===== config.mk =====
export PLATFORM = sky130hd
export DESIGN_NAME = uart_frame_packetizer
export DESIGN_NICKNAME = d
export VERILOG_FILES = /design/src/rtl/uart_frame_packetizer.sv
export SDC_FILE = /design/constraint.sdc
export NUM_CORES = 1
export LEC_CHECK = 0
export CAP_MARGIN = 10
export CORE_AREA = 2 2 85 87
export DETAILED_ROUTE_END_ITERATION = 10
export DIE_AREA = 0 0 87 89
export HOLD_SLACK_MARGIN = 0.15
export PLACE_DENSITY = 0.85
export SLEW_MARGIN = 30
export SYNTH_ARGS = -nofsm -noshare
export SYNTH_HDL_FRONTEND = slang
export SYNTH_SLANG_ARGS = --single-unit

===== constraint.sdc =====
create_clock -name i_Clock -period 1.8 [get_ports i_Clock]
set_input_delay 0.45 -clock i_Clock [delete_from_list [all_inputs] [get_ports i_Clock]]
set_output_delay 0.45 -clock i_Clock [all_outputs]
set_load 0.05 [all_outputs]

===== src/rtl/uart_frame_packetizer.sv =====
// Frame builder feeding uart_tx one byte at a time: HEADER, SEQ, payload (MSB first), optional CHECKSUM.
// Define FRAME_CHECKSUM_EN to append the XOR checksum byte (SEQ ^ payload bytes).
module uart_frame_packetizer #(
  parameter int unsigned PAYLOAD_BYTES = 4,
  parameter logic [7:0]  HEADER_BYTE   = 8'hA5,
  parameter int unsigned TIMEOUT_CLKS  = 8192
) (
  input  logic                         i_Clock,
  input  logic                         i_rst,
  input  logic                         i_Valid,
  input  logic [8*PAYLOAD_BYTES-1:0]   i_Payload,
  output logic                         o_Ready,
  output logic                         o_Tx_DV,
  output logic [7:0]                   o_Tx_Byte,
  input  logic                         i_Tx_Done,
  output logic                         o_Busy,
  output logic                         o_Frame_Done,
  output logic                         o_Timeout,
  output logic [7:0]                   o_Seq
);

`ifdef FRAME_CHECKSUM_EN
  localparam int unsigned FRAME_BYTES = PAYLOAD_BYTES + 3;
`else
  localparam int unsigned FRAME_BYTES = PAYLOAD_BYTES + 2;
`endif
  localparam int unsigned IDX_W = $clog2(FRAME_BYTES);
  localparam int unsigned CNT_W = $clog2(TIMEOUT_CLKS + 1);
  localparam logic [IDX_W-1:0] LAST_IDX  = IDX_W'(FRAME_BYTES - 1);
  // Abort decision is taken one clock early so o_Timeout lands TIMEOUT_CLKS after the strobe
  localparam logic [CNT_W-1:0] CNT_LIMIT = CNT_W'(TIMEOUT_CLKS - 2);

  typedef enum logic [1:0] {S_IDLE, S_SEND, S_WAIT} state_t;

  state_t                       state, state_next;
  logic [IDX_W-1:0]             idx, idx_next;
  logic [CNT_W-1:0]             cnt;
  logic                         done_d;
  logic                         done_edge;
  logic                         accept;
  logic                         frame_done_next;
  logic                         timeout_next;
  logic [8*PAYLOAD_BYTES-1:0]   payload_q;
  logic [7:0]                   seq_q;
  logic [7:0]                   frame_byte;

  assign done_edge = i_Tx_Done & ~done_d;
  assign accept    = i_Valid & o_Ready;
  assign o_Busy    = (state != S_IDLE);
  assign o_Tx_DV   = (state == S_SEND);
  assign o_Tx_Byte = (state == S_SEND) ? frame_byte : '0;

`ifdef FRAME_CHECKSUM_EN
  logic [7:0] checksum;
  always_comb begin
    checksum = seq_q;
    for (int unsigned i = 0; i < PAYLOAD_BYTES; i++)
      checksum = checksum ^ payload_q[8*i +: 8];
  end
`endif

  always_comb begin
    frame_byte = HEADER_BYTE;
    if (idx == IDX_W'(1))
      frame_byte = seq_q;
    for (int unsigned i = 0; i < PAYLOAD_BYTES; i++)
      if (idx == IDX_W'(i + 2))
        frame_byte = payload_q[8*(PAYLOAD_BYTES-i)-1 -: 8];
`ifdef FRAME_CHECKSUM_EN
    if (idx == LAST_IDX)
      frame_byte = checksum;
`endif
  end

  always_comb begin
    state_next      = state;
    idx_next        = idx;
    frame_done_next = 1'b0;
    timeout_next    = 1'b0;
    case (state)
      S_IDLE: begin
        if (accept) begin
          state_next = S_SEND;
          idx_next   = '0;
        end
      end
      S_SEND: state_next = S_WAIT;
      S_WAIT: begin
        if (done_edge) begin
          if (idx == LAST_IDX) begin
            state_next      = S_IDLE;
            frame_done_next = 1'b1;
          end else begin
            state_next = S_SEND;
            idx_next   = idx + IDX_W'(1);
          end
        end else if (cnt == CNT_LIMIT) begin
          state_next   = S_IDLE;
          timeout_next = 1'b1;
        end
      end
      default: state_next = S_IDLE;
    endcase
  end

  always_ff @(posedge i_Clock) begin
    if (i_rst) begin
      state        <= S_IDLE;
      idx          <= '0;
      cnt          <= '0;
      done_d       <= 1'b0;
      o_Ready      <= 1'b0;
      o_Frame_Done <= 1'b0;
      o_Timeout    <= 1'b0;
      o_Seq        <= '0;
      payload_q    <= '0;
      seq_q        <= '0;
    end else begin
      state        <= state_next;
      idx          <= idx_next;
      done_d       <= i_Tx_Done;
      o_Ready      <= (state_next == S_IDLE);
      o_Frame_Done <= frame_done_next;
      o_Timeout    <= timeout_next;
      if (frame_done_next)
        o_Seq <= o_Seq + 8'd1;
      if (accept) begin
        payload_q <= i_Payload;
        seq_q     <= o_Seq;
      end
      if (state == S_SEND)
        cnt <= '0;
      else if (state == S_WAIT)
        cnt <= cnt + CNT_W'(1);
    end
  end

endmodule


==> impl_metrics.yaml <==
drt:
  detailroute.via_count: 3200
  route.detailed.wl_per_inst_um: 15.5
  route.detailed.drc: 0
  drtIter0Drc: 199
  drt_pre_antenna_iters: 4
  postRouteWirelength_um: 8880
  routed_via_density: 5.57
  antenna_violating_nets_post_route: 0
grt:
  gr-total-overflow: 0
  largest_net_degree_at_the_start_of_global_routing: 41
  grt_pass1_vias: 3195
  global_route_wire_length_before_repair_um: 14600
  grtUsageTotal_pct: 24.0
  grt_antenna_before_repair: 0
logic_synthesis:
  synthAdderAreaFrac_pct: 3.17
  yosys_warnings: 0
  synth_top_family_by_area: "simple AND/OR/NAND/NOR gates"
  synth_compound_area_share_pct: 14.6
  yosysTopAreaCellShare_pct: 45.1
  synth_xor_area_share_pct: 4.72
  yosys.area_share.simple_pct: 27.0
  netlist.top_cell.by_area: "sky130_fd_sc_hd__dfxtp_1"
  synth.mux.area_fraction_pct: 0.674
  postSynth.topFlopCell: "sky130_fd_sc_hd__dfxtp_1"
  synth_seq_area_share_pct: 45.1
  netlist_area_um2: 3150
  synth.most_common_cell: "sky130_fd_sc_hd__nand2_1"
  synth-async-reset-ratio_pct: 0
  synth_cell_type_count: 34
  synthesis.nets: 456
  largest_cells_by_area_after_synthesis: "sky130_fd_sc_hd__dfxtp_1 45%, sky130_fd_sc_hd__nand2_1 13%, sky130_fd_sc_hd__a21oi_1 8.6%"
  ys_seq_elements: 71
  synth_cells: 412
  synth_commonest_cells: "111 x sky130_fd_sc_hd__nand2_1, 71 x sky130_fd_sc_hd__dfxtp_1, 54 x sky130_fd_sc_hd__a21oi_1"
  synth_enable_flop_cells: 0
  synth.avg_cell_area_um2: 7.66
placed_design:
  finalWeightedCongestion: 0.877
  place.detailed.hpwl_um: 6090
  io_buffer_count: 56
die:
  standard_cell_row_count: 30
  die-height_um: 89
  die_w_um: 87
  fp.coreArea_um2: 6720
  start_util_pct: 46.9
  boundaryPins: 57
  floorplan.die_area_um2: 7740
sta:
  final_min_period_over_clock_period_pct: 133
  fin_worst_skew_ps: 8.78
  relSlewSlack_pct: 67.9
  finalWorstSetupSlack_ps: -591
  grt_setup_unrepaired: "yes"
  worst-slew-pin-transition_ps: 482
  timing.fmax_mhz: 418
  setup_viol_count_final: 9
  min_period_ps: 2390
  final-hold-violation-count: 0
  final_max_slew_viol_count: 0
power:
  power.share.sequential_pct: 47.1
  irDropWorstVdd_mv: 0.471
  cellLeakagePower_nw: 1.66
  power.density_nw_per_um2: 746
  report.power.total_mw: 3.50
  pwr-share-comb_pct: 11.8
  power_frac_clock_pct: 41.1
  total_switching_power_mw: 0.916
  internal_power_mw: 2.59
  net_switching_share_of_the_total_power_pct: 26.2
cts:
  h-tree-depth: 3
  cts.reportedPaths.clkPinSlew_ps: 80
  cts_hold_buf: 0
  cts_tree: "done"
  max_clock_buf_depth: 2
  ctsRootBufferMaster: "sky130_fd_sc_hd__clkbuf_8"
  clkLatencyLatePin_ps: 350
  cts_buffers: 9
  clock_sinks: 71
setup_path:
  critPathLaunchType: "register"
  worstPathRequired_ps: 1350
  crit_type: "reg -> out"
  setup.worst_path.end_class: "output port"
  worstPathMaxFanout: 4
  worstPathArrival_ps: 1940
final_layout:
  num_antenna_cells: 0
  areaGrowthSynthToFinish_pct: 48.9
  finalNetCount: 533
  fin_util_pct: 69.9
  layout-drive-gt1-share_pct: 25.1
status:
  failed_checks: "setup timing"
  outcome: "complete, but fails checks"
min_path:
  hold_class: "in -> reg"
flow_run:
  drv_cap: 0
## worst paths after layout
kind | startpoint | endpoint | slack, ps | cells after the start
worst max-delay path | idx[1]$_SDFFE_PP0P_ | o_Tx_Byte[5] | -590 | 8
worst min-delay path | i_rst | state[0]$_SDFF_PP0_ | 400 | 2
worst max register to register | idx[1]$_SDFFE_PP0P_ | o_Seq[7]$_SDFFE_PP0P_ | -40 | 8
worst min register to register | seq_q[5]$_SDFFE_PP0P_ | seq_q[5]$_SDFFE_PP0P_ | 460 | 2
## cell families (layout without fill, tap and decap cells)
group / count (synthesis) / after routing
mux: 2 / 2
buf+inv: 38 / 120
simple gates: 192 / 192
xor+xnor: 17 / 17
compound gates: 84 / 84
flops: 71 / 71
fa+ha+maj: 8 / 8
## final cells by class
cell class                 instances  area, um2
clock buffer                       9        124
multi-input combinational        303       1910
fill                             483       2020
inverter                          16       73.8
sequential                        71       1430
timing repair buffer              88        965
clock inverter                     7       96.3
tap                               80        100
## placed cells by master (no fill, tap or decap), types with 5 or more instances in the layout
master	Yosys	final
sky130_fd_sc_hd__a21oi_1	54	44
sky130_fd_sc_hd__a21oi_4	0	6
sky130_fd_sc_hd__buf_12	0	15
sky130_fd_sc_hd__buf_4	0	30
sky130_fd_sc_hd__buf_6	1	7
sky130_fd_sc_hd__clkbuf_8	0	9
sky130_fd_sc_hd__clkdlybuf4s50_1	0	34
sky130_fd_sc_hd__dfxtp_1	71	67
sky130_fd_sc_hd__inv_1	16	11
sky130_fd_sc_hd__nand2_1	111	106
sky130_fd_sc_hd__nand3_1	6	5
sky130_fd_sc_hd__nand4_1	6	6
sky130_fd_sc_hd__nor2_1	33	31
sky130_fd_sc_hd__nor3_1	9	9
sky130_fd_sc_hd__nor4_1	6	6
sky130_fd_sc_hd__o21ai_1	0	8
sky130_fd_sc_hd__o21ai_2	0	8
sky130_fd_sc_hd__xnor2_1	13	13
## power groups by stage
stage               sequential [mW]  clock [mW]  combinational [mW]
floorplan                      1.69           0               0.213
global placement               1.68           0               0.379
detailed placement             1.69           0               0.387
CTS                            1.65        1.45               0.401
global route                   1.66        1.53               0.445
finish                         1.65        1.44               0.413
## flip-flops by register name, summed over array words and instances (netlist names)
| signal | flops |
|---|---|
| o_Frame_Done | 1 |
| cnt | 14 |
| idx | 3 |
| state | 2 |
| payload_q | 32 |
| o_Seq | 8 |
| seq_q | 8 |
| done_d | 1 |
| o_Timeout | 1 |
| o_Ready | 1 |
## metrics by stage
stage / instance area, um2 / hold WS, ps / worst slack, ps / cells / TNS [ps]
2_1_floorplan: 3370 / 432 / -159 / 412 / -1020
3_3_place_gp: 4230 / 441 / -236 / 554 / -2350
3_5_place_dp: 4230 / 449 / -330 / 554 / -3250
4_1_cts: 4570 / 383 / -532 / 571 / -4150
5_1_grt: 4700 / 399 / -639 / 574 / -4840
6_report: 4700 / 397 / -591 / 574 / -4290
## repair_timing
item                                    CTS  global route
pin swaps                                 7             7
buffers inserted                          1             3
gates resized for setup                  32            31
endpoints found under the setup margin   10            10
## per-layer routing
metal	track usage [%]	wire, um	vias to the layer above
li1	-	-	1531
met1	28.4	3650	1508
met2	42.3	4470	129
met3	5.08	484	32
met4	10.2	267	0
met5	0	0	-
## worst max-delay path: stages (launching register included)
cell and delay [ps]:
sky130_fd_sc_hd__dfxtp_4 380, sky130_fd_sc_hd__inv_4 60, sky130_fd_sc_hd__buf_4 90, sky130_fd_sc_hd__ha_2 240, sky130_fd_sc_hd__nor2_2 80, sky130_fd_sc_hd__a21oi_4 270
sky130_fd_sc_hd__a221oi_4 70, sky130_fd_sc_hd__a211oi_4 190, sky130_fd_sc_hd__buf_6 190
(Power assumes the default switching activity.)
